$ cat src/rtl/selen_wb_dma.sv
// selen_wb_dma: Wishbone pipelined master that copies len words from src to dst, one read then one write per word.
// Latency: 6 cycles per word with no stall and next-cycle ack; done_o pulses 6*N cycles after the start edge.
// Backpressure: each request is held stable while wb_stall_i=1; ack wait is bounded by TIMEOUT cycles (0 = unbounded).
module selen_wb_dma #(
    parameter int AW      = 32,
    parameter int DW      = 32,
    parameter int LEN_W   = 16,
    parameter int TIMEOUT = 255
) (
    input  logic             clk,
    input  logic             rst_n,
    input  logic             start_i,
    input  logic [AW-1:0]    src_addr_i,
    input  logic [AW-1:0]    dst_addr_i,
    input  logic [LEN_W-1:0] len_i,
    output logic             busy_o,
    output logic             done_o,
    output logic             err_o,
    output logic [AW-1:0]    err_addr_o,
    output logic [AW-1:0]    wb_adr_o,
    output logic [DW-1:0]    wb_dat_o,
    output logic [DW/8-1:0]  wb_sel_o,
    output logic             wb_cyc_o,
    output logic             wb_stb_o,
    output logic             wb_we_o,
    input  logic [DW-1:0]    wb_dat_i,
    input  logic             wb_stall_i,
    input  logic             wb_ack_i,
    input  logic             wb_err_i
);

    localparam int            TW       = (TIMEOUT > 1) ? $clog2(TIMEOUT + 1) : 1;
    localparam bit            TMO_EN   = (TIMEOUT != 0);
    localparam logic [TW-1:0] TMO_LAST = TW'(TIMEOUT - 1);
    localparam logic [AW-1:0] STRIDE   = AW'(DW / 8);

    typedef enum logic [2:0] {
        IDLE, RD_REQ, RD_WAIT, RD_GAP, WR_REQ, WR_WAIT, WR_GAP
    } state_t;

    state_t            state_q;
    logic [AW-1:0]     src_q;
    logic [AW-1:0]     dst_q;
    logic [LEN_W-1:0]  rem_q;
    logic [TW-1:0]     tmo_q;
    logic [AW-1:0]     adr_q;
    logic [DW-1:0]     dat_q;
    logic              cyc_q;
    logic              stb_q;
    logic              we_q;
    logic              busy_q;
    logic              done_q;
    logic              err_q;
    logic [AW-1:0]     err_addr_q;

    logic              tmo_hit;
    logic              wait_abort;

    // A WAIT state aborts on a bus error (which beats a simultaneous ack) or when the ack budget runs out.
    assign tmo_hit    = TMO_EN && (tmo_q == TMO_LAST);
    assign wait_abort = wb_err_i || (!wb_ack_i && tmo_hit);

    // Copy sequencer: all bus and sideband outputs are registered here alongside the state.
    always_ff @(posedge clk or negedge rst_n) begin
        if (!rst_n) begin
            state_q    <= IDLE;
            src_q      <= '0;
            dst_q      <= '0;
            rem_q      <= '0;
            tmo_q      <= '0;
            adr_q      <= '0;
            dat_q      <= '0;
            cyc_q      <= 1'b0;
            stb_q      <= 1'b0;
            we_q       <= 1'b0;
            busy_q     <= 1'b0;
            done_q     <= 1'b0;
            err_q      <= 1'b0;
            err_addr_q <= '0;
        end else begin
            done_q <= 1'b0;
            unique case (state_q)
                IDLE: begin
                    if (start_i) begin
                        src_q      <= src_addr_i;
                        dst_q      <= dst_addr_i;
                        rem_q      <= len_i;
                        err_q      <= 1'b0;
                        err_addr_q <= '0;
                        if (len_i == '0) begin
                            done_q <= 1'b1;
                        end else begin
                            state_q <= RD_REQ;
                            busy_q  <= 1'b1;
                            cyc_q   <= 1'b1;
                            stb_q   <= 1'b1;
                            we_q    <= 1'b0;
                            adr_q   <= src_addr_i;
                        end
                    end
                end
                RD_REQ, WR_REQ: begin
                    if (!wb_stall_i) begin
                        stb_q   <= 1'b0;
                        tmo_q   <= '0;
                        state_q <= (state_q == RD_REQ) ? RD_WAIT : WR_WAIT;
                    end
                end
                RD_WAIT, WR_WAIT: begin
                    if (wait_abort) begin
                        state_q    <= IDLE;
                        cyc_q      <= 1'b0;
                        stb_q      <= 1'b0;
                        we_q       <= 1'b0;
                        busy_q     <= 1'b0;
                        err_q      <= 1'b1;
                        err_addr_q <= adr_q;
                        rem_q      <= '0;
                    end else if (wb_ack_i) begin
                        cyc_q <= 1'b0;
                        if (state_q == RD_WAIT) begin
                            dat_q   <= wb_dat_i;
                            state_q <= RD_GAP;
                        end else begin
                            src_q <= src_q + STRIDE;
                            dst_q <= dst_q + STRIDE;
                            rem_q <= rem_q - LEN_W'(1);
                            we_q  <= 1'b0;
                            if (rem_q == LEN_W'(1)) begin
                                state_q <= IDLE;
                                busy_q  <= 1'b0;
                                done_q  <= 1'b1;
                            end else begin
                                state_q <= WR_GAP;
                            end
                        end
                    end else if (TMO_EN) begin
                        tmo_q <= tmo_q + TW'(1);
                    end
                end
                // One idle bus cycle between read and write lets the crossbar re-decode the address.
                RD_GAP: begin
                    state_q <= WR_REQ;
                    cyc_q   <= 1'b1;
                    stb_q   <= 1'b1;
                    we_q    <= 1'b1;
                    adr_q   <= dst_q;
                end
                WR_GAP: begin
                    state_q <= RD_REQ;
                    cyc_q   <= 1'b1;
                    stb_q   <= 1'b1;
                    we_q    <= 1'b0;
                    adr_q   <= src_q;
                end
                default: begin
                    state_q <= IDLE;
                end
            endcase
        end
    end

    assign busy_o     = busy_q;
    assign done_o     = done_q;
    assign err_o      = err_q;
    assign err_addr_o = err_addr_q;
    assign wb_adr_o   = adr_q;
    assign wb_dat_o   = dat_q;
    assign wb_sel_o   = '1;
    assign wb_cyc_o   = cyc_q;
    assign wb_stb_o   = stb_q;
    assign wb_we_o    = we_q;

endmodule

$ cat config.mk
export PLATFORM = sky130hd
export DESIGN_NAME = selen_wb_dma
export DESIGN_NICKNAME = d
export VERILOG_FILES = /design/src/rtl/selen_wb_dma.sv
export SDC_FILE = /design/constraint.sdc
export NUM_CORES = 1
export LEC_CHECK = 0
export ABC_AREA = 1
export ABC_CLOCK_PERIOD_IN_PS = 2200
export BUFFER_PORTS_ARGS = -buffer_cell sky130_fd_sc_hd__buf_4
export CORE_MARGIN = 2
export CORE_UTILIZATION = 40
export DETAILED_ROUTE_END_ITERATION = 8
export PLACE_DENSITY_LB_ADDON = 0.1
export SYNTH_ARGS = -nofsm -noshare
export SYNTH_HDL_FRONTEND = slang
export SYNTH_SLANG_ARGS = --single-unit
export TNS_END_PERCENT = 10
$ cat constraint.sdc
create_clock -name clk -period 2.2 [get_ports clk]
set_input_delay 0.11 -clock clk [delete_from_list [all_inputs] [get_ports clk]]
set_output_delay 0.11 -clock clk [all_outputs]
set_load 0.03 [all_outputs]
==> summary.txt, run 1 <==
Clocking
  • Reg clk slew, reported paths: 0.08 ns
  • CTS Root Cell: clkbuf_16
  • Clk_lat worst skew: 0.45 ns
  • CTS tree: done
  • Buffer depth of the longest clock path: 2
  • Htree depth: 4
  • Post-CTS setup repair buffer count: 0
  • CTS sink count: 193
  • Number of CTS-inserted buffers: 17

Status
  • Outcome: completed

Pwr
  • Pleak: 7.54 nW
  • Comb power frac: 54.3%
  • Internal: 10.9 mW
  • Flop pwr share: 30.9%
  • Maximum VDD drop: 0.000899 V
  • Net load switching power: 11.1 mW
  • Clock power share: 14.8%
  • Cell Pwr Density: 1460 nW/um2
  • Switching part of the total: 50.6%

Layout
  • Nets: 2114
  • Fillcell total: 2810
  • Area delta synth->final: 32.8%
  • Storage cell area: 4830 um2
  • Share of cells above drive strength 1: 16.0%
  • N_diodes: 0
  • Multi-input combinational cell area: 5650 um2

Yosys
  • Xor and xnor area share after synthesis: 1.23%
  • Distinct cells, synth: 34
  • Yosys Warn Count: 0
  • Main combinational cell family by area after synthesis: simple AND/OR/NAND/NOR gates
  • Mux cell area share after synthesis: 0.0881%
  • Mean Syn Cell Area: 6.73 um2
  • Post-Syn Instances: 1689
  • Post-Synth Adder-Cell Area: 0.661%
  • Sequential share of the synthesized area: 42.5%
  • Synthesized cell area: 11400 um2
  • Synth Area in Compound Gates: 10.6%
  • Synth Area in Simple Gates: 36.9%
  • Register bit total from synthesis: 193

Die
  • Die height: 173 um
  • Core Rows: 61
  • Core Footprint: 27900 um2
  • Die Width: 173 um
  • Initial Util: 40.8%
  • Die Area: 29800 um2
  • Top Ports: 224

Critical path
  • CP required: 2.53 ns
  • Reg2reg start: tmo_q[0]$_DFFE_PN0P_
  • Cell family with most CP delay: simple AND/OR/NAND/NOR gates
  • Crit path largest cell delay: 0.40 ns
  • Critical path depth in cells: 12
  • Most used cell, CP: nand2_1
  • Kind of critical path: reg -> reg
  • Crit-path slowest cell: dfrtp_1
  • Worst reg2reg path endpoint: src_q[11]$_DFFE_PN0P_
  • CP endpoint kind: flop
  • Crit path arrival time: 2.32 ns
  • R2R cell count: 12
  • CP max FO: 22
  • Crit path buf inv count: 2
  • Setup crit start kind: flop
  • Critical-path cell list: inv_1 > ha_1 > nand2_1 > nor2_1 > nand2_2 > nand2_2 > nand2_4 > nand3_4 > buf_6 > nor2_1 > nand2_1 > nand2_1
  • R2R Setup Slk: 0.22 ns

STA
  • Final hold violations: 0
  • Setup TNS Final: 0 ns
  • Tmin final: 1.98 ns
  • Worst-margin pin slew: 0.597 ns
  • Final setup fails: 0
  • Worst setup margin: 0.217 ns
  • Slew HR: 60.2%
  • Final worst-path cycle share: 90.2%
  • Clk_skew: 0.0181 ns
  • RSZ-0062 raised after global routing: false
  • Max-slew violations: 0
  • Fmax: 504 MHz

Global route
  • Met3 Track Usage GR: 3.19%
  • Met2 GRT Util: 42.6%
  • Congestion Overflow GR: 0
  • GR peak layer: met2
  • Initial antenna violation count: 0
  • Met1 Resource Use GR: 34.9%
  • Largest net degree at the start of global routing: 98
  • Tot GR Track Use: 25.5%
  • Vias in the first global route: 11207
  • First-pass GRT wire length: 60.8 mm

Worst hold path
  • Hold_sp: dst_addr_i[30]
  • Worst Hold Class: in -> reg
  • WHS Endpoint: dst_q[30]$_DFFE_PN0P_
  • Worst hold path depth: 5

Run
  • # Max-Cap Violations: 0

Routing
  • Routed via count: 11816
  • Vias per cell: 4.96
  • Post-route DRC: 0
  • WL final: 38.1 mm
  • Avg WL per Cell: 16.0 um
  • Pre-antenna DRT Iters: 7
  • ANT nets after route: 0
  • Starting DRC count in detailed routing: 991

Place
  • IO Port Bufs: 219
  • GPL Wtd Cong: 0.962
  • DP Wirelength: 27.8 mm
  • DP Worst Slack: 0.0637 ns
-- Yosys cell counts (all sizes together) --
master    n  area, um2
a21oi    42        214
nand3b   11       82.6
o21a      1       7.51
or2       1       6.26
conb      1       3.75
nand2   632       2390
buf      46        297
o21ai   168        841
nor3      1       5.00
nor2    234        911
clkinv    1       3.75
inv     137        514
nand4     8       50.1
ha        6       75.1
o21bai    1       7.51
mux2i     1       10.0
nand3   143        746
clkbuf   25       93.8
xnor2    10       87.6
a21boi    1       7.51
dfrtp   193       4830
o22ai    20        125
xor2      6       52.6
-- state kept, by name (all words and copies together), names as in the netlist, 3 cells and up --
| register | count |
|---|---|
| rem_q | 16 |
| src_q | 32 |
| wb_dat_o | 32 |
| tmo_q | 8 |
| dst_q | 32 |
| state_q | 3 |
| err_addr_o | 32 |
| wb_adr_o | 32 |
-- routing by layer --
| metal | up-vias | wire length (um) |
|---|---|---|
| met2 | 347 | 18300 |
| met5 | - | 0 |
| met1 | 5474 | 17100 |
| met4 | 0 | 799 |
| li1 | 5951 | - |
| met3 | 44 | 1950 |
-- layout by cell type (no fill, tap or decap), types with 6 or more instances in the layout --
cell type / synthesis / routed
nand3_1: 137 / 137
xor2_1: 6 / 6
buf_12: 0 / 10
nor2_2: 7 / 7
inv_1: 130 / 130
dfrtp_1: 193 / 193
clkbuf_16: 0 / 18
nand2_1: 627 / 627
ha_1: 6 / 6
o22ai_1: 20 / 20
a21oi_1: 41 / 41
dlygate4sd3_1: 0 / 90
o21ai_1: 34 / 34
xnor2_1: 10 / 10
nor2_1: 225 / 225
nand3b_1: 11 / 11
nand4_1: 8 / 8
buf_4: 10 / 246
inv_2: 7 / 6
o21ai_0: 134 / 134
-- cell type report --
type / instances / share of cell area (%)
clock buffer: 17 / 2.82
clock inverter: 15 / 1.20
inverter: 138 / 3.48
multi-input combinational: 1290 / 37.4
sequential: 193 / 32.0
tap: 378 / 3.13
timing repair buffer: 350 / 19.9
-- through the flow --
stage          cells  power, mW  hold WS (ns)  instance area [um2]  utilization (%)
6_report        2381       22.0       0.00455                15100             54.2
5_1_grt         2381       23.8        0.0139                15100             54.2
4_1_cts         2380       21.9      0.000371                15000             54.0
3_5_place_dp    2258       18.5         0.163                13500             48.6
3_3_place_gp    2258       18.3         0.155                13500             48.6
2_1_floorplan   1692       14.5        -0.186                11400                -
-- tightest hold or removal path, delay by kind of cell --
family | cells | cell delay (ns)
simple gates | 4 | 0.23
buf+inv | 1 | 0.08
-- power groups by stage --
stage	Combinational (mW)	Clock, mW	Sequential (mW)
2_1_floorplan	6.47	0	8.02
5_1_grt	13.3	3.44	7.05
3_3_place_gp	11.4	0	6.81
4_1_cts	11.8	3.31	6.79
3_5_place_dp	11.6	0	6.83
6_report	12.0	3.25	6.79
-- worst max path at each step --
stage                       endpoint              startpoint
2_1_floorplan  dst_q[25]$_DFFE_PN0P_    tmo_q[0]$_DFFE_PN0P_
3_3_place_gp   dst_q[13]$_DFFE_PN0P_    tmo_q[0]$_DFFE_PN0P_
3_5_place_dp   dst_q[10]$_DFFE_PN0P_    tmo_q[0]$_DFFE_PN0P_
4_1_cts         src_q[2]$_DFFE_PN0P_  state_q[2]$_DFFE_PN0P_
5_1_grt        src_q[16]$_DFFE_PN0P_    tmo_q[0]$_DFFE_PN0P_
6_report       src_q[11]$_DFFE_PN0P_    tmo_q[0]$_DFFE_PN0P_
-- cells by family (layout without fill, tap and decap cells) --
logic type,Yosys count,in the layout
buffers and inverters,209,520
and+or+nand+nor,1030,1030
DFF,193,193
xor gates and xnor gates,16,16
other,1,4
muxes,1,1
AOI/OAI and AO/OA,233,233
adders and majority gates,6,6
-- what timing repair did --
| item | 4_1_cts | 5_1_grt |
|---|---|---|
| hold buffers | 90 | 0 |
| setup endpoints to repair | 0 | 56 |
| gates resized for setup | 0 | 7 |
| hold endpoints to repair | 151 | 0 |
(Power assumes the default switching activity.)
==> run 2: changes to the inputs <==
--- a/config.mk
+++ b/config.mk
@@ -5,13 +5,12 @@
 export SDC_FILE = /design/constraint.sdc
 export NUM_CORES = 1
 export LEC_CHECK = 0
-export ABC_AREA = 1
 export ABC_CLOCK_PERIOD_IN_PS = 2200
 export BUFFER_PORTS_ARGS = -buffer_cell sky130_fd_sc_hd__buf_4
 export CORE_MARGIN = 2
 export CORE_UTILIZATION = 40
 export DETAILED_ROUTE_END_ITERATION = 8
-export PLACE_DENSITY_LB_ADDON = 0.1
+export PLACE_DENSITY = 0.69
 export SYNTH_ARGS = -nofsm -noshare
 export SYNTH_HDL_FRONTEND = slang
 export SYNTH_SLANG_ARGS = --single-unit
==> run 2 against run 1 <==
Against the previous run:
- the run now ends with negative hold slack left
- cell area shrank 8.3%
- synthesized area shrank 11%
- cell count shrank 29%
- die area shrank 10%
- critical path type unchanged
- critical endpoint is now src_q[15]$_DFFE_PN0P_
- largest cell class unchanged
- largest power group unchanged
==> summary.txt, run 2 <==
Clocking
  • Post-CTS setup repair buffer count: 0 (unchanged)
  • CTS tree: done
  • Buffer depth of the longest clock path: 2 (unchanged)
  • Clk_lat worst skew: 0.44 ns (about the same)
  • Htree depth: 4 (unchanged)
  • CTS Root Cell: clkbuf_16
  • Reg clk slew, reported paths: 0.08 ns (about the same)
  • Number of CTS-inserted buffers: 17 (unchanged)
  • CTS sink count: 193 (unchanged)

STA
  • Tmin final: 2.03 ns (+0.0507 ns)
  • Final worst-path cycle share: 92.5% (+2.3 points)
  • Worst-margin pin slew: 0.714 ns (+0.117 ns)
  • Final hold violations: 1 (+1)
  • Slew HR: 52.0% (-8.2 points)
  • RSZ-0062 raised after global routing: false
  • Max-slew violations: 0 (unchanged)
  • Clk_skew: 0.0218 ns (+0.00367 ns)
  • Final setup fails: 0 (unchanged)
  • Worst setup margin: 0.166 ns (-0.0507 ns)
  • Setup TNS Final: 0 ns (unchanged)
  • Fmax: 492 MHz (-2.5%)
  • Hold slack: -0.000475 ns (-0.00503 ns)

Place
  • IO Port Bufs: 219 (unchanged)
  • GPL Wtd Cong: 0.927 (-3.6%)
  • Area after DPL: 12500 um2 (-7.9%)
  • DP Wirelength: 22.6 mm (-19%)
  • DP Worst Slack: 0.0714 ns (+0.00768 ns)

Routing
  • DR top layer: met4
  • WL met3: 2.10 mm (+7.4%)
  • Starting DRC count in detailed routing: 862 (-13%)
  • Met2 WL post-DR: 15.0 mm (-18%)
  • Routed via count: 9764 (-17%)
  • Post-route DRC: 0 (unchanged)
  • Vias per cell: 5.74 (+16%)
  • Met1 WL: 14.3 mm (-17%)
  • Pre-antenna DRT Iters: 7 (unchanged)
  • ANT nets after route: 0 (unchanged)
  • Avg WL per Cell: 18.8 um (+17%)
  • WL final: 32.0 mm (-16%)

Pwr
  • Switching part of the total: 45.2% (-5.4 points)
  • Internal: 11.2 mW (+3.0%)
  • Net load switching power: 9.25 mW (-17%)
  • Cell Pwr Density: 1480 nW/um2 (+1.3%)
  • Flop pwr share: 33.9% (+3.0 points)
  • Pleak: 6.16 nW (-18%)
  • Clock power share: 16.1% (+1.3 points)
  • Comb power frac: 50.1% (-4.2 points)
  • Maximum VDD drop: 0.000743 V (-17%)

Yosys
  • Synth top area cells: dfrtp_1, a22o_1, nand2_1, a21oi_1, o21ai_0
  • Register bit total from synthesis: 193 (unchanged)
  • Top cell type's share of synthesized area: 47.6% (+5.1 points)
  • Sequential share of the synthesized area: 47.6% (+5.1 points)
  • Mean Syn Cell Area: 9.49 um2 (+41%)
  • Post-synth EDFFs: 0 (unchanged)
  • Async SR Flop Fraction: 100% (unchanged)
  • Post-Syn Instances: 1069 (-37%)
  • Commonest cells in the netlist: dfrtp_1, nand2_1, a21oi_1
  • Yosys top cell by area: dfrtp_1
  • Synth Flop Type: dfrtp_1
  • Distinct cells, synth: 72 (+110%)
  • Yosys Warn Count: 0 (unchanged)
  • Most common cell in the netlist: dfrtp_1
  • Synthesized cell area: 10100 um2 (-11%)

Global route
  • Initial antenna violation count: 0 (unchanged)
  • First-pass GRT wire length: 50.8 mm (-17%)
  • Congestion Overflow GR: 0 (unchanged)
  • Largest net degree at the start of global routing: 67 (-32%)
  • Vias in the first global route: 9270 (-17%)
  • Tot GR Track Use: 24.1% (-1.4 points)

Die
  • Die height: 163 um (-5.4%)
  • Core Rows: 58 (-4.9%)
  • Top Ports: 224 (unchanged)
  • Die Area: 26700 um2 (-10%)
  • Die Width: 163 um (-5.4%)
  • Core Footprint: 25000 um2 (-10%)
  • Initial Util: 40.5% (-0.26 points)

Status
  • Outcome: finished with violations
  • Failing checks: negative hold slack

Layout
  • Most common cell after layout, fill and taps aside: buf_4
  • Area delta synth->final: 36.3%
  • Storage cell area: 4830 um2 (unchanged)
  • Fillcell total: 2250 (-20%)
  • N_diodes: 0 (unchanged)
  • Most frequent cells in the layout: buf_4, dfrtp_1, nand2_1, a21oi_1, o21ai_0
  • Fin util: 55.3% (+1.1 points)
  • Share of cells above drive strength 1: 27.0% (+11 points)
  • Final instance area: 13800 um2 (-8.3%)
  • Nets: 1483 (-30%)
  • Multi-input combinational cell area: 4830 um2 (-14%)

Critical path
  • CP max FO: 25 (+14%)
  • Crit path arrival time: 2.35 ns (+0.03 ns)
  • CP endpoint kind: flop
  • Kind of critical path: reg -> reg
  • CP required: 2.52 ns (about the same)
  • Setup crit start kind: flop

Run
  • # Max-Cap Violations: 0 (unchanged)

Worst hold path
  • Worst Hold Class: in -> reg
## run 2: cell count changes after synthesis, sizes merged, moves of 11 or more
cell	delta
a21oi	+45
inv	-122
a22o	+71
nor2	-177
nand4	+18
nor4	+13
a2bb2oi	+14
and3	+15
buf	+11
o21ai	-83
nand2	-500
mux2	+34
nor3	+26
nand3	-95
## run 2: worst paths after layout
path	startpoint	end	slack (ns)	cells past startpoint
max	state_q[1]$_DFFE_PN0P_	src_q[15]$_DFFE_PN0P_	0.17	8
min	len_i[4]	rem_q[4]$_DFFE_PN0P_	-0.0005	3
max reg2reg	state_q[1]$_DFFE_PN0P_	src_q[15]$_DFFE_PN0P_	0.17	8
min reg2reg	src_q[1]$_DFFE_PN0P_	src_q[1]$_DFFE_PN0P_	0.49	2
max in group asynchronous	rst_n	dst_q[26]$_DFFE_PN0P_	1.31	3
min in group asynchronous	rst_n	rem_q[8]$_DFFE_PN0P_	0.20	2
## run 2: per-layer routing
| metal | global-route usage, % | up-vias |
|---|---|---|
| li1 | - | 4578 |
| met2 | 38.0 | 433 |
| met5 | 0 | - |
| met1 | 34.7 | 4709 |
| met3 | 3.48 | 44 |
| met4 | 6.64 | 0 |
## run 2: final cells by class
| type | instances | area share [%] |
|---|---|---|
| timing repair buffer | 356 | 22.3 |
| inverter | 15 | 0.407 |
| clock inverter | 14 | 1.37 |
| sequential | 193 | 34.9 |
| multi-input combinational | 776 | 34.9 |
| clock buffer | 18 | 3.10 |
| tap | 330 | 2.98 |
## run 2: cells by family (layout without fill, tap and decap cells)
group | after synthesis | after routing | share of synthesized area, %
flops | 193 | 193 | 47.6
fa+ha+maj | 6 | 6 | 0.740
simple gates | 354 | 354 | 17.2
buf+inv | 103 | 403 | 5.23
compound gates | 370 | 370 | 24.8
other cells | 1 | 4 | 0.0370
mux | 36 | 36 | 3.97
xor+xnor | 6 | 6 | 0.518
## run 2: critical path, cell delays in order (launching register included)
cell and delay [ns]:
dfrtp_1 0.48, or3b_1 0.44, nand2_4 0.13, buf_12 0.18, buf_12 0.18, buf_4 0.19, nand2_1 0.07, o22ai_1 0.13
a2bb2oi_1 0.09
## run 2: repair_timing
| item | in CTS | in global routing |
|---|---|---|
| endpoints found under the setup margin | 0 | 10 |
| gates resized for setup | 0 | 4 |
| hold buffers | 74 | 0 |
| endpoints found under the hold margin | 128 | 0 |
## run 2: stage by stage
stage | total power [mW] | std cells
2_1_floorplan | 13.2 | 1072
4_1_cts | 20.4 | 1702
5_1_grt | 21.8 | 1702
6_report | 20.4 | 1702
3_3_place_gp | 16.7 | 1596
3_5_place_dp | 17.0 | 1596
## run 2: power groups by stage
stage | clock network (mW) | registers, mW | logic [mW]
after floorplan | 0 | 8.00 | 5.16
after global placement | 0 | 6.88 | 9.83
after detailed placement | 0 | 6.94 | 10.0
after CTS | 3.34 | 6.88 | 10.2
after global routing | 3.51 | 7.17 | 11.1
final | 3.29 | 6.92 | 10.2
